[src/rtl/warblade_pkg.sv]
// -----------------------------------------------------------------------------
// warblade_pkg
// Shared constants for the Warblade game-state pipeline: screen and sprite
// geometry, the coordinate width and the per-frame update FSM encoding.
// Every coordinate is an unsigned 11-bit value (0..2047), which covers
// 1024x768 with headroom.
// -----------------------------------------------------------------------------
package warblade_pkg;

  localparam int COORD_W = 11;
  typedef logic [COORD_W-1:0] coord_t;

  // Screen and sprite geometry, in pixels.
  localparam coord_t SCREEN_W    = 11'd1024;
  localparam coord_t SHIP_W      = 11'd64;
  localparam coord_t SHIP_Y      = 11'd680;
  localparam coord_t SHIP_STEP   = 11'd4;
  localparam coord_t BULLET_W    = 11'd4;
  localparam coord_t BULLET_H    = 11'd12;
  localparam coord_t BULLET_STEP = 11'd8;
  localparam coord_t ENEMY_W     = 11'd64;
  localparam coord_t ENEMY_H     = 11'd64;

  // Derived positions.
  localparam coord_t SHIP_X_MAX     = SCREEN_W - SHIP_W;               // 960
  localparam coord_t SHIP_X_RST     = (SCREEN_W - SHIP_W) >> 1;        // 480
  localparam coord_t SHIP_X_R_LIMIT = SHIP_X_MAX - SHIP_STEP;          // 956
  localparam coord_t BULLET_X_OFS   = (SHIP_W >> 1) - (BULLET_W >> 1); // 30
  localparam coord_t BULLET_Y_SPAWN = SHIP_Y - BULLET_H;               // 668

  // One update step per state, one state per clock.
  typedef enum logic [2:0] {
    ST_IDLE        = 3'd0,
    ST_SAMPLE      = 3'd1,
    ST_MOVE_SHIP   = 3'd2,
    ST_MOVE_BULLET = 3'd3,
    ST_CHECK_HIT   = 3'd4,
    ST_COMMIT      = 3'd5
  } state_t;

endpackage

[src/rtl/rect_overlap.sv]
// -----------------------------------------------------------------------------
// rect_overlap
// Combinational axis-aligned bounding-box test of two rectangles given as
// top-left (x, y) plus width/height. The right and bottom edges are
// exclusive, so rectangles that only touch along an edge do not overlap.
// The edge sums are formed in COORD_W+1 bits so a sprite near the far edge
// of the coordinate range cannot wrap around and report a false overlap.
//
// Ports:
//   ax, ay, aw, ah  rectangle A position and size
//   bx, by, bw, bh  rectangle B position and size
//   overlap         1 when A and B share at least one pixel
// -----------------------------------------------------------------------------
module rect_overlap
  import warblade_pkg::*;
(
  input  logic [COORD_W-1:0] ax,
  input  logic [COORD_W-1:0] ay,
  input  logic [COORD_W-1:0] aw,
  input  logic [COORD_W-1:0] ah,
  input  logic [COORD_W-1:0] bx,
  input  logic [COORD_W-1:0] by,
  input  logic [COORD_W-1:0] bw,
  input  logic [COORD_W-1:0] bh,
  output logic               overlap
);

  logic [COORD_W:0] a_right, a_bottom, b_right, b_bottom;

  assign a_right  = {1'b0, ax} + {1'b0, aw};
  assign a_bottom = {1'b0, ay} + {1'b0, ah};
  assign b_right  = {1'b0, bx} + {1'b0, bw};
  assign b_bottom = {1'b0, by} + {1'b0, bh};

  assign overlap = ({1'b0, ax} < b_right)  && ({1'b0, bx} < a_right) &&
                   ({1'b0, ay} < b_bottom) && ({1'b0, by} < a_bottom);

endmodule

[src/rtl/frame_update_ctrl.sv]
// -----------------------------------------------------------------------------
// frame_update_ctrl
// Per-frame game-state scheduler. On each rising edge of vertical blanking it
// walks a short FSM (sample keys, move ship, move/spawn bullet, test the
// bullet against the enemy) on private working registers, then copies them
// to the output registers in a single COMMIT cycle. The draw stages therefore
// never see a half-updated frame, and outputs only change during blanking.
//
// Ports:
//   pclk          pixel clock
//   rst           asynchronous active-low reset
//   vblnk_in      vertical blank from vga_timing
//   key_left/right/fire  held-key levels, pclk-synchronous
//   enemy_x/y     enemy top-left corner, sampled only in CHECK_HIT
//   enemy_alive   enemy takes part in the hit test
//   ship_xpos/ypos      committed ship position (ypos is fixed)
//   bullet_x/y/active   committed bullet state
//   hit           one-cycle pulse at COMMIT when the bullet struck the enemy
//   busy          high from SAMPLE through COMMIT
//   frame_cnt     number of completed updates, wraps at 16 bits
// -----------------------------------------------------------------------------
module frame_update_ctrl
  import warblade_pkg::*;
(
  input  logic               pclk,
  input  logic               rst,
  input  logic               vblnk_in,
  input  logic               key_left,
  input  logic               key_right,
  input  logic               key_fire,
  input  logic [COORD_W-1:0] enemy_x,
  input  logic [COORD_W-1:0] enemy_y,
  input  logic               enemy_alive,
  output logic [COORD_W-1:0] ship_xpos,
  output logic [COORD_W-1:0] ship_ypos,
  output logic [COORD_W-1:0] bullet_x,
  output logic [COORD_W-1:0] bullet_y,
  output logic               bullet_active,
  output logic               hit,
  output logic               busy,
  output logic [15:0]        frame_cnt
);

  state_t state;
  logic   vblnk_prev;
  logic   fire_prev, fire_edge;
  logic   lat_left, lat_right;

  // Working copies; only COMMIT moves them to the outputs.
  coord_t wx, bx, by;
  logic   ba, hit_w;

  logic vblnk_rise;
  logic bullet_enemy_ovl;
  logic hit_now;

  assign vblnk_rise = vblnk_in & ~vblnk_prev;
  assign ship_ypos  = SHIP_Y;

  rect_overlap u_bullet_enemy (
    .ax      (bx),
    .ay      (by),
    .aw      (BULLET_W),
    .ah      (BULLET_H),
    .bx      (enemy_x),
    .by      (enemy_y),
    .bw      (ENEMY_W),
    .bh      (ENEMY_H),
    .overlap (bullet_enemy_ovl)
  );

  assign hit_now = ba & enemy_alive & bullet_enemy_ovl;

  // NOTE: sequential state uses non-blocking assignments only, so every
  // right-hand side below reads the value from before this clock edge.
  always_ff @(posedge pclk or negedge rst) begin
    if (!rst) begin
      state         <= ST_IDLE;
      vblnk_prev    <= 1'b1;   // no false vblnk edge straight out of reset
      fire_prev     <= 1'b0;
      fire_edge     <= 1'b0;
      lat_left      <= 1'b0;
      lat_right     <= 1'b0;
      wx            <= SHIP_X_RST;
      bx            <= '0;
      by            <= '0;
      ba            <= 1'b0;
      hit_w         <= 1'b0;
      ship_xpos     <= SHIP_X_RST;
      bullet_x      <= '0;
      bullet_y      <= '0;
      bullet_active <= 1'b0;
      hit           <= 1'b0;
      busy          <= 1'b0;
      frame_cnt     <= '0;
    end else begin
      vblnk_prev <= vblnk_in;
      // NOTE: default first, overridden later in the same block; the last
      // non-blocking assignment wins, which makes hit a one-cycle pulse.
      hit        <= 1'b0;

      case (state)
        ST_IDLE: begin
          if (vblnk_rise) begin
            state <= ST_SAMPLE;
            busy  <= 1'b1;
          end
        end

        ST_SAMPLE: begin
          lat_left  <= key_left;
          lat_right <= key_right;
          fire_edge <= key_fire & ~fire_prev;
          fire_prev <= key_fire;
          state     <= ST_MOVE_SHIP;
        end

        ST_MOVE_SHIP: begin
          // Both keys together cancel out.
          if (lat_left && !lat_right) begin
            wx <= (wx < SHIP_STEP) ? '0 : wx - SHIP_STEP;
          end else if (lat_right && !lat_left) begin
            wx <= (wx > SHIP_X_R_LIMIT) ? SHIP_X_MAX : wx + SHIP_STEP;
          end
          state <= ST_MOVE_BULLET;
        end

        ST_MOVE_BULLET: begin
          // A fire edge while a bullet is in flight is simply dropped.
          if (ba) begin
            if (by < BULLET_STEP) ba <= 1'b0;
            else                  by <= by - BULLET_STEP;
          end else if (fire_edge) begin
            ba <= 1'b1;
            bx <= wx + BULLET_X_OFS;
            by <= BULLET_Y_SPAWN;
          end
          state <= ST_CHECK_HIT;
        end

        ST_CHECK_HIT: begin
          hit_w <= hit_now;
          if (hit_now) ba <= 1'b0;
          state <= ST_COMMIT;
        end

        ST_COMMIT: begin
          ship_xpos     <= wx;
          bullet_x      <= bx;
          bullet_y      <= by;
          bullet_active <= ba;
          hit           <= hit_w;
          frame_cnt     <= frame_cnt + 16'd1;
          busy          <= 1'b0;
          state         <= ST_IDLE;
        end

        default: begin
          state <= ST_IDLE;
          busy  <= 1'b0;
        end
      endcase
    end
  end

endmodule

[config.mk]
export PLATFORM = sky130hd
export DESIGN_NAME = frame_update_ctrl
export DESIGN_NICKNAME = d
export VERILOG_FILES = /design/src/rtl/warblade_pkg.sv /design/src/rtl/rect_overlap.sv /design/src/rtl/frame_update_ctrl.sv
export SDC_FILE = /design/constraint.sdc
export NUM_CORES = 1
export LEC_CHECK = 0
export ABC_CLOCK_PERIOD_IN_PS = 3200
export CELL_PAD_IN_SITES_DETAIL_PLACEMENT = 2
export CELL_PAD_IN_SITES_GLOBAL_PLACEMENT = 2
export CORE_MARGIN = 2
export CORE_UTILIZATION = 31
export CTS_CLUSTER_DIAMETER = 150
export DETAILED_ROUTE_END_ITERATION = 8
export PLACE_DENSITY_LB_ADDON = 0.1
export REMOVE_ABC_BUFFERS = 1
export SLEW_MARGIN = 20
export SYNTH_ARGS = -nofsm -noshare
export SYNTH_HDL_FRONTEND = slang
export SYNTH_HIERARCHICAL = 1
export SYNTH_SLANG_ARGS = --single-unit
export TNS_END_PERCENT = 1
[constraint.sdc]
create_clock -name pclk -period 3.2 [get_ports pclk]
set_input_delay 0.48 -clock pclk [delete_from_list [all_inputs] [get_ports pclk]]
set_output_delay 0.48 -clock pclk [all_outputs]
set_load 0.03 [all_outputs]
# --- Word-level counts from Yosys, hierarchy flattened ---
# Index checks and enable logic that the tools add are counted.
op_classes:
  add_sub_neg: 9
  n_lt_le_gt_ge: 7
  n_eq_ne: 8
  n_mux: 17
  bitwise: 8
  n_reduce_logical: 17
op_table:
  columns: ["op", "count"]
  rows:
  - ["$mux W11", 7]
  - ["$lt A11 B12 Y1", 4]
  - ["$add A11 B7 Y12 const B", 2]
  - ["$add A16 B1 Y16 const B", 1]
  - ["$pmux W3 S5", 1]
  - ["$add A11 B3 Y12 const B", 1]
  - ["$add A11 B4 Y12 const B", 1]
  - ["$add A11 B3 Y11 const B", 1]
  - ["$add A11 B5 Y11 const B", 1]
  - ["$gt A11 B10 Y1 const B", 1]
  - ["$lt A11 B3 Y1 const B", 1]
  - ["$lt A11 B4 Y1 const B", 1]
  - ["$sub A11 B3 Y11 const B", 1]
  - ["$sub A11 B4 Y11 const B", 1]
  - ["$eq A3 B2 Y1 const B", 2]
  - ["$eq A3 B3 Y1 const B", 2]
  - ["$mux W1", 6]
  - ["$ne A2 B2 Y1 const B", 3]
  - ["$reduce_and A2 Y1", 3]
  - ["$reduce_and A3 Y1", 2]
  - ["$reduce_bool A2 Y1", 3]
  - ["$logic_and A1 B1 Y1", 5]
  - ["$and A1 B1 Y1", 4]
  - ["$not A1 Y1", 4]
  - ["other kinds (6)", 8]
totals:
  regBits: 95
  input_bits: 29
  wordCells: 84

# --- Logic depth before layout (Yosys ltp) ---
logic_depth:
  depth_word: 8
  mapped_depth: 17
  ltp_nobuf: 17

# --- By module ---
# Netlist, hierarchy kept.
modules_own_cells:
  columns: ["mod", "n_inst", "cells_per_inst", "area_per_inst_um2", "seq_area_each_um2"]
  rows:
  - ["frame_update_ctrl", 1, 438, 4156.5, 2138.3]
  - ["rect_overlap", 1, 329, 2641.3, 0.0]

# --- Worst setup path after synthesis ---
# OpenSTA, ideal clock, no wires.
synth_path:
  path_type: "flip-flop to flip-flop"
  start: "register bx[2]"
  end: "register ba"
  setup_time_ns: 0.126
  t_arrival_ns: 3.310
  slack_ns: -0.236
  stages_incl_launch_ff: 15
  n_path_buf: 0
  cell_sequence: "dfrtp_1 ha_1 a21o_1 a21oi_2 o21ai_1 o41a_1 nor4b_2 a211oi_1 ha_1 a2111oi_0 a311o_1 a211oi_1 nor4_1 nand4_1 a311o_1"
synth_via:
  elab_chain_len: 8
  elab_cells_between_ends: 9
  cone_classes: "1 x add/sub; 2 x order compare; 1 x eq/ne; 1 x bitwise; 4 x reduce/logical"
synth_lines:
  columns: ["element", "line", "text"]
  rows:
  - ["start, declared", "frame_update_ctrl.sv:50", "coord_t wx, bx, by;"]
  - ["start signal, assigned", "frame_update_ctrl.sv:135", "bx <= wx + BULLET_X_OFS;"]
  - ["$add A11 B3 Y12", "rect_overlap.sv:30", "assign a_right = {1'b0, ax} + {1'b0, aw};"]
  - ["$lt A11 B12 Y1", "rect_overlap.sv:35", "assign overlap = ({1'b0, ax} < b_right) && ({1'b0, bx} < a_right) &&"]
  - ["$logic_and A1 B1 Y1 (*) (2 in a row)", "rect_overlap.sv:35", null]
  - ["$logic_and A1 B1 Y1 (*)", "rect_overlap.sv:36", "({1'b0, ay} < b_bottom) && ({1'b0, by} < a_bottom);"]
  - ["named net bullet_enemy_ovl", "frame_update_ctrl.sv:54", "logic bullet_enemy_ovl;"]
  - ["$and A1 B1 Y1 (*)", "frame_update_ctrl.sv:72", "assign hit_now = ba & enemy_alive & bullet_enemy_ovl;"]
  - ["$ne A2 B2 Y1 (no line) (*)", null, null]
  - ["$reduce_and A2 Y1 (no line) (*)", null, null]
  - ["end signal, assigned", "frame_update_ctrl.sv:87", "ba <= 1'b0;"]
  - ["end signal, assigned", "frame_update_ctrl.sv:131", "if (by < BULLET_STEP) ba <= 1'b0;"]
  - ["end signal, assigned", "frame_update_ctrl.sv:134", "ba <= 1'b1;"]
  - ["end, declared", "frame_update_ctrl.sv:51", "logic ba, hit_w;"]
# Mark *: on every way through the listed nets, which the timed path passes. The rest lies on a longest branch.
# A chain may end at the register's enable or synchronous reset.

# --- Final worst setup path ---
layout_path:
  start: "register bx[2]"
  end: "register hit_w"
layout_via:
  elab_chain_len: 6
  elab_cells_between_ends: 7
  cone_classes: "1 x add/sub; 2 x order compare; 1 x bitwise; 3 x reduce/logical"
layout_lines:
  columns: ["element", "line", "text"]
  rows:
  - ["$add A11 B3 Y12", "rect_overlap.sv:30", null]
  - ["$lt A11 B12 Y1", "rect_overlap.sv:35", null]
  - ["$logic_and A1 B1 Y1 (*) (2 in a row)", "rect_overlap.sv:35", null]
  - ["$logic_and A1 B1 Y1 (*)", "rect_overlap.sv:36", null]
  - ["named net bullet_enemy_ovl", "frame_update_ctrl.sv:54", null]
  - ["$and A1 B1 Y1 (*)", "frame_update_ctrl.sv:72", null]
  - ["end signal, assigned", "frame_update_ctrl.sv:142", "hit_w <= hit_now;"]
  - ["end, declared", "frame_update_ctrl.sv:51", null]
# Marks and branches as above.

==> run_results.csv <==
group,metric,value,unit
status,status,"finished, violations left",
status,violations,"setup timing",
timing,whs,0.188,ns
critical_path,crit_arrival,3.93,ns
yosys,synthArstFlopShare,100,%
power_and_ir_drop,power.switching,0.00378,W
power_and_ir_drop,p_sw_share,45.0,%
drt,via_per_inst,5.02,
global_route,grt_pass1_vias,7266,
cts,path_clk_slew,0.06,ns
yosys,syn_area_per_cell,8.86,µm²
timing,post-route-min-period,3.71,ns
power_and_ir_drop,p_leak,4.27,nW
floorplanning,boundaryPins,92,
power_and_ir_drop,power_per_cell_area,913,mW/mm²
yosys,yosysWarnings,6,
timing,fin_crit_sh,116,%
final_layout,nets,1104,
critical_path,critPathLaunchType,"flop",
cts,cts_tree,"yes",
global_route,grt_max_degree,82,
drt,vias,6346,
critical_path,worstPathCellList,"ha_2 > a21o_1 > a21oi_2 > buf_4 > buf_4 > buf_4 > buf_4 > buf_4 > buf_4 > buf_4 > xor2_2 > ha_1 > nand4_1 > nor2_1 > o31ai_2 > a311o_1 > buf_4 > a211oi_2 > nor4_2 > buf_4 > buf_4 > nand3_1 > o21ai_0",
power_and_ir_drop,combPwrFrac,63.1,%
drt,drt-initial-drc-count,238,
cts,clock_latency,0.34,ns
critical_path,critical_path_required,3.42,ns
final_layout,fillCellCount,2431,
cts,h-tree-depth,3,
run,drv.max_cap_violation_count,0,
floorplanning,die-area,0.0231,mm²
final_layout,diodes,0,
timing,maxSlewViolCount,0,
yosys,synth_area,0.00680,mm²
yosys,ys_types,73,
critical_path,max_stage_delay,0.42,ns
power_and_ir_drop,sequentialPowerShare,23.2,%
global_route,antenna_found_initial,0,
timing,skew,0.0102,ns
timing,layout_setup_ws,-0.509,ns
min_path,hold_class,"input pin to async pin",
cts,cts_buffer_depth,2,
yosys,synthTopCellsByArea,"dfrtp_1 (28%), ha_1 (17%), nand2_1 (7.4%), xnor2_1 (4.1%), xor2_1 (3.7%)",
yosys,synth_most_common_cell,"nand2_1",
yosys,ys_top_cells_by_count,"nand2_1 (134), ha_1 (91), dfrtp_1 (76)",
drt,ant_nets,0,
final_layout,utilization,42.5,%
floorplanning,fp.dieH,152,µm
power_and_ir_drop,internal_power,0.00463,W
yosys,synth_top_area_share,28.0,%
power_and_ir_drop,ir_worst_vdd,0.000362,V
floorplanning,std_cell_rows,54,
critical_path,crit_path_end_kind,"flop",
placement,dp_hpwl,17300,µm
final_layout,final_layout_size_suffix_gt1_share,18.6,%
final_layout,multi_input_area,0.00482,mm²
timing,rsz0062_at_grt,"yes",
placement,gp_congestion,0.863,
critical_path,path_class,"flop to flop",
yosys,synth_seq_cells,85,
timing,tightest_slew,0.829,ns
floorplanning,die_w,152,µm
yosys,yosysTopAreaCell,"dfrtp_1",
global_route,gr-total-overflow,0,
yosys,seq_area_frac_synth,31.5,%
placement,dp_slack,-0.937,ns
yosys,synth-edff-count,0,
yosys,syn_inst,767,
cts,cts_root_buffer,"clkbuf_16",
global_route,grt.total_usage,19.7,%
critical_path,cp_slowest_cell,"a311o_1",
placement,numPortBuffers,75,
global_route,grt_pass1_wl,37500,µm
critical_path,cp_max_fo,2,
drt,drc,0,
final_layout,register_area,0.00214,mm²
floorplanning,core,0.0217,mm²
final_layout,syn2layout_area_growth,35.6,%
yosys,synth_flop_cell,"dfrtp_1",
cts,tritoncts.num_buffers,9,
timing,hold_viol_final,0,
timing,maxSlewHeadroom,44.3,%
drt,drt_first_pass_iters,4,
timing,fmax,0.270,GHz
drt,drt_wl_total,22200,µm
cts,cts_hold_buffers,0,
drt,routedWlPerCell,17.6,µm
floorplanning,start_util,31.3,%
timing,setup_viol,2,
critical_path,cp_common_cell,"buf_4",
cts,clock_sinks,85,
power_and_ir_drop,p_clk_share,13.7,%
[final cells by class]
class / instances / area share, %
Timing Repair Buffer: 172 / 16.2
Tap cell: 280 / 3.80
Clock inverter: 5 / 0.896
Multi-Input combinational cell: 686 / 52.3
Clock buffer: 11 / 2.63
Inverter: 26 / 1.06
Sequential cell: 85 / 23.2
[worst max-delay path: cells and delay by family, from the launching register on]
kind | cells | cell delay (ns)
flip-flops | 1 | 0.36
AND/OR/NAND/NOR | 4 | 0.36
adder cells (fa/ha/maj) | 2 | 0.46
AO/OA/AOI/OAI | 6 | 1.00
buffers and inverters | 10 | 1.29
XOR/XNOR | 1 | 0.14
[stage by stage]
step | setup TNS, ns | cell area [µm²] | cells | power [W]
6_report | -1.02 | 9220 | 1265 | 0.00841
5_1_grt | -1.41 | 9220 | 1265 | 0.00914
4_1_cts | -0.880 | 9080 | 1263 | 0.00825
3_5_place_dp | -1.60 | 8550 | 1238 | 0.00669
3_3_place_gp | -1.33 | 8550 | 1238 | 0.00639
2_1_floorplan | -0.237 | 6810 | 797 | 0.00466
[power by group through the flow]
stage	logic (W)	registers (W)	clock network [W]
after floorplan	0.00242	0.00224	0
final	0.00531	0.00195	0.00115
after global placement	0.00444	0.00194	0
after CTS	0.00510	0.00196	0.00119
after global routing	0.00587	0.00203	0.00124
after detailed placement	0.00472	0.00197	0
[flip-flops by register name, summed over array words and instances, names as in the netlist]
signal,count
ba,1
bullet_active,1
bullet_x,10
bullet_y,9
busy,1
bx,10
by,9
fire_edge,1
fire_prev,1
frame_cnt,16
hit,1
hit_w,1
lat_left,1
lat_right,1
ship_xpos,9
state,3
vblnk_prev,1
wx,9
[what timing repair did]
item,in CTS,in global routing
pin swaps,17,15
gates cloned,0,0
hold endpoints to repair,0,0
setup buffers,9,2
endpoints found under the setup margin,2,2
gates resized for setup,33,16
[cells by family after synthesis]
| logic type | count (synthesis) | synth area share (%) |
|---|---|---|
| buffers and inverters | 65 | 5.12 |
| flip-flops | 85 | 31.5 |
| other | 2 | 0.110 |
| XOR/XNOR | 61 | 7.86 |
| AND/OR/NAND/NOR | 287 | 20.2 |
| multiplexers | 4 | 0.626 |
| AO/OA/AOI/OAI | 168 | 16.7 |
| adder cells (fa/ha/maj) | 95 | 17.9 |
[final timing paths]
kind,from,to,slack [ns],depth (start not counted)
worst max register to register,bx[2]$_DFFE_PN0P_,hit_w$_DFFE_PN0N_,-0.51,23
worst min-delay path,rst,bullet_x[4]$_DFFE_PN0N_,0.19,1
min in group pclk,ship_xpos[7]$_DFFE_PN1N_,ship_xpos[7]$_DFFE_PN1N_,0.46,2
worst max-delay path,bx[2]$_DFFE_PN0P_,hit_w$_DFFE_PN0N_,-0.51,23
max in group asynchronous,rst,wx[5]$_DFFE_PN1P_,2.34,2
worst min register to register,ship_xpos[7]$_DFFE_PN1N_,ship_xpos[7]$_DFFE_PN1N_,0.46,2
[cells in the final DEF, fill, tap and decap left out, drive strengths merged, types with 6 or more instances in the layout]
cell type	count
o21ai	49
nor4	9
buf	98
clkbuf	11
a21oi	43
dfrtp	76
clkdlybuf4s50	72
o211ai	7
a21o	15
nand3b	6
a211oi	9
or3	8
nor3	25
inv	27
nand3	19
xor2	29
nand2b	8
conb	71
nand4	6
dfstp	9
o31ai	6
xnor2	32
and3	7
ha	91
nor2	41
nand2	134
[layer usage]
metal	vias up	GRT usage [%]	part of all wire [%]	routed length, µm
li1	3066	-	-	-
met4	0	3.83	1.0	224
met5	-	0	0	0
met2	86	35.0	50	11100
met1	3180	25.7	46	10300
met3	14	2.57	2.6	568
(Power assumes the default switching activity.)
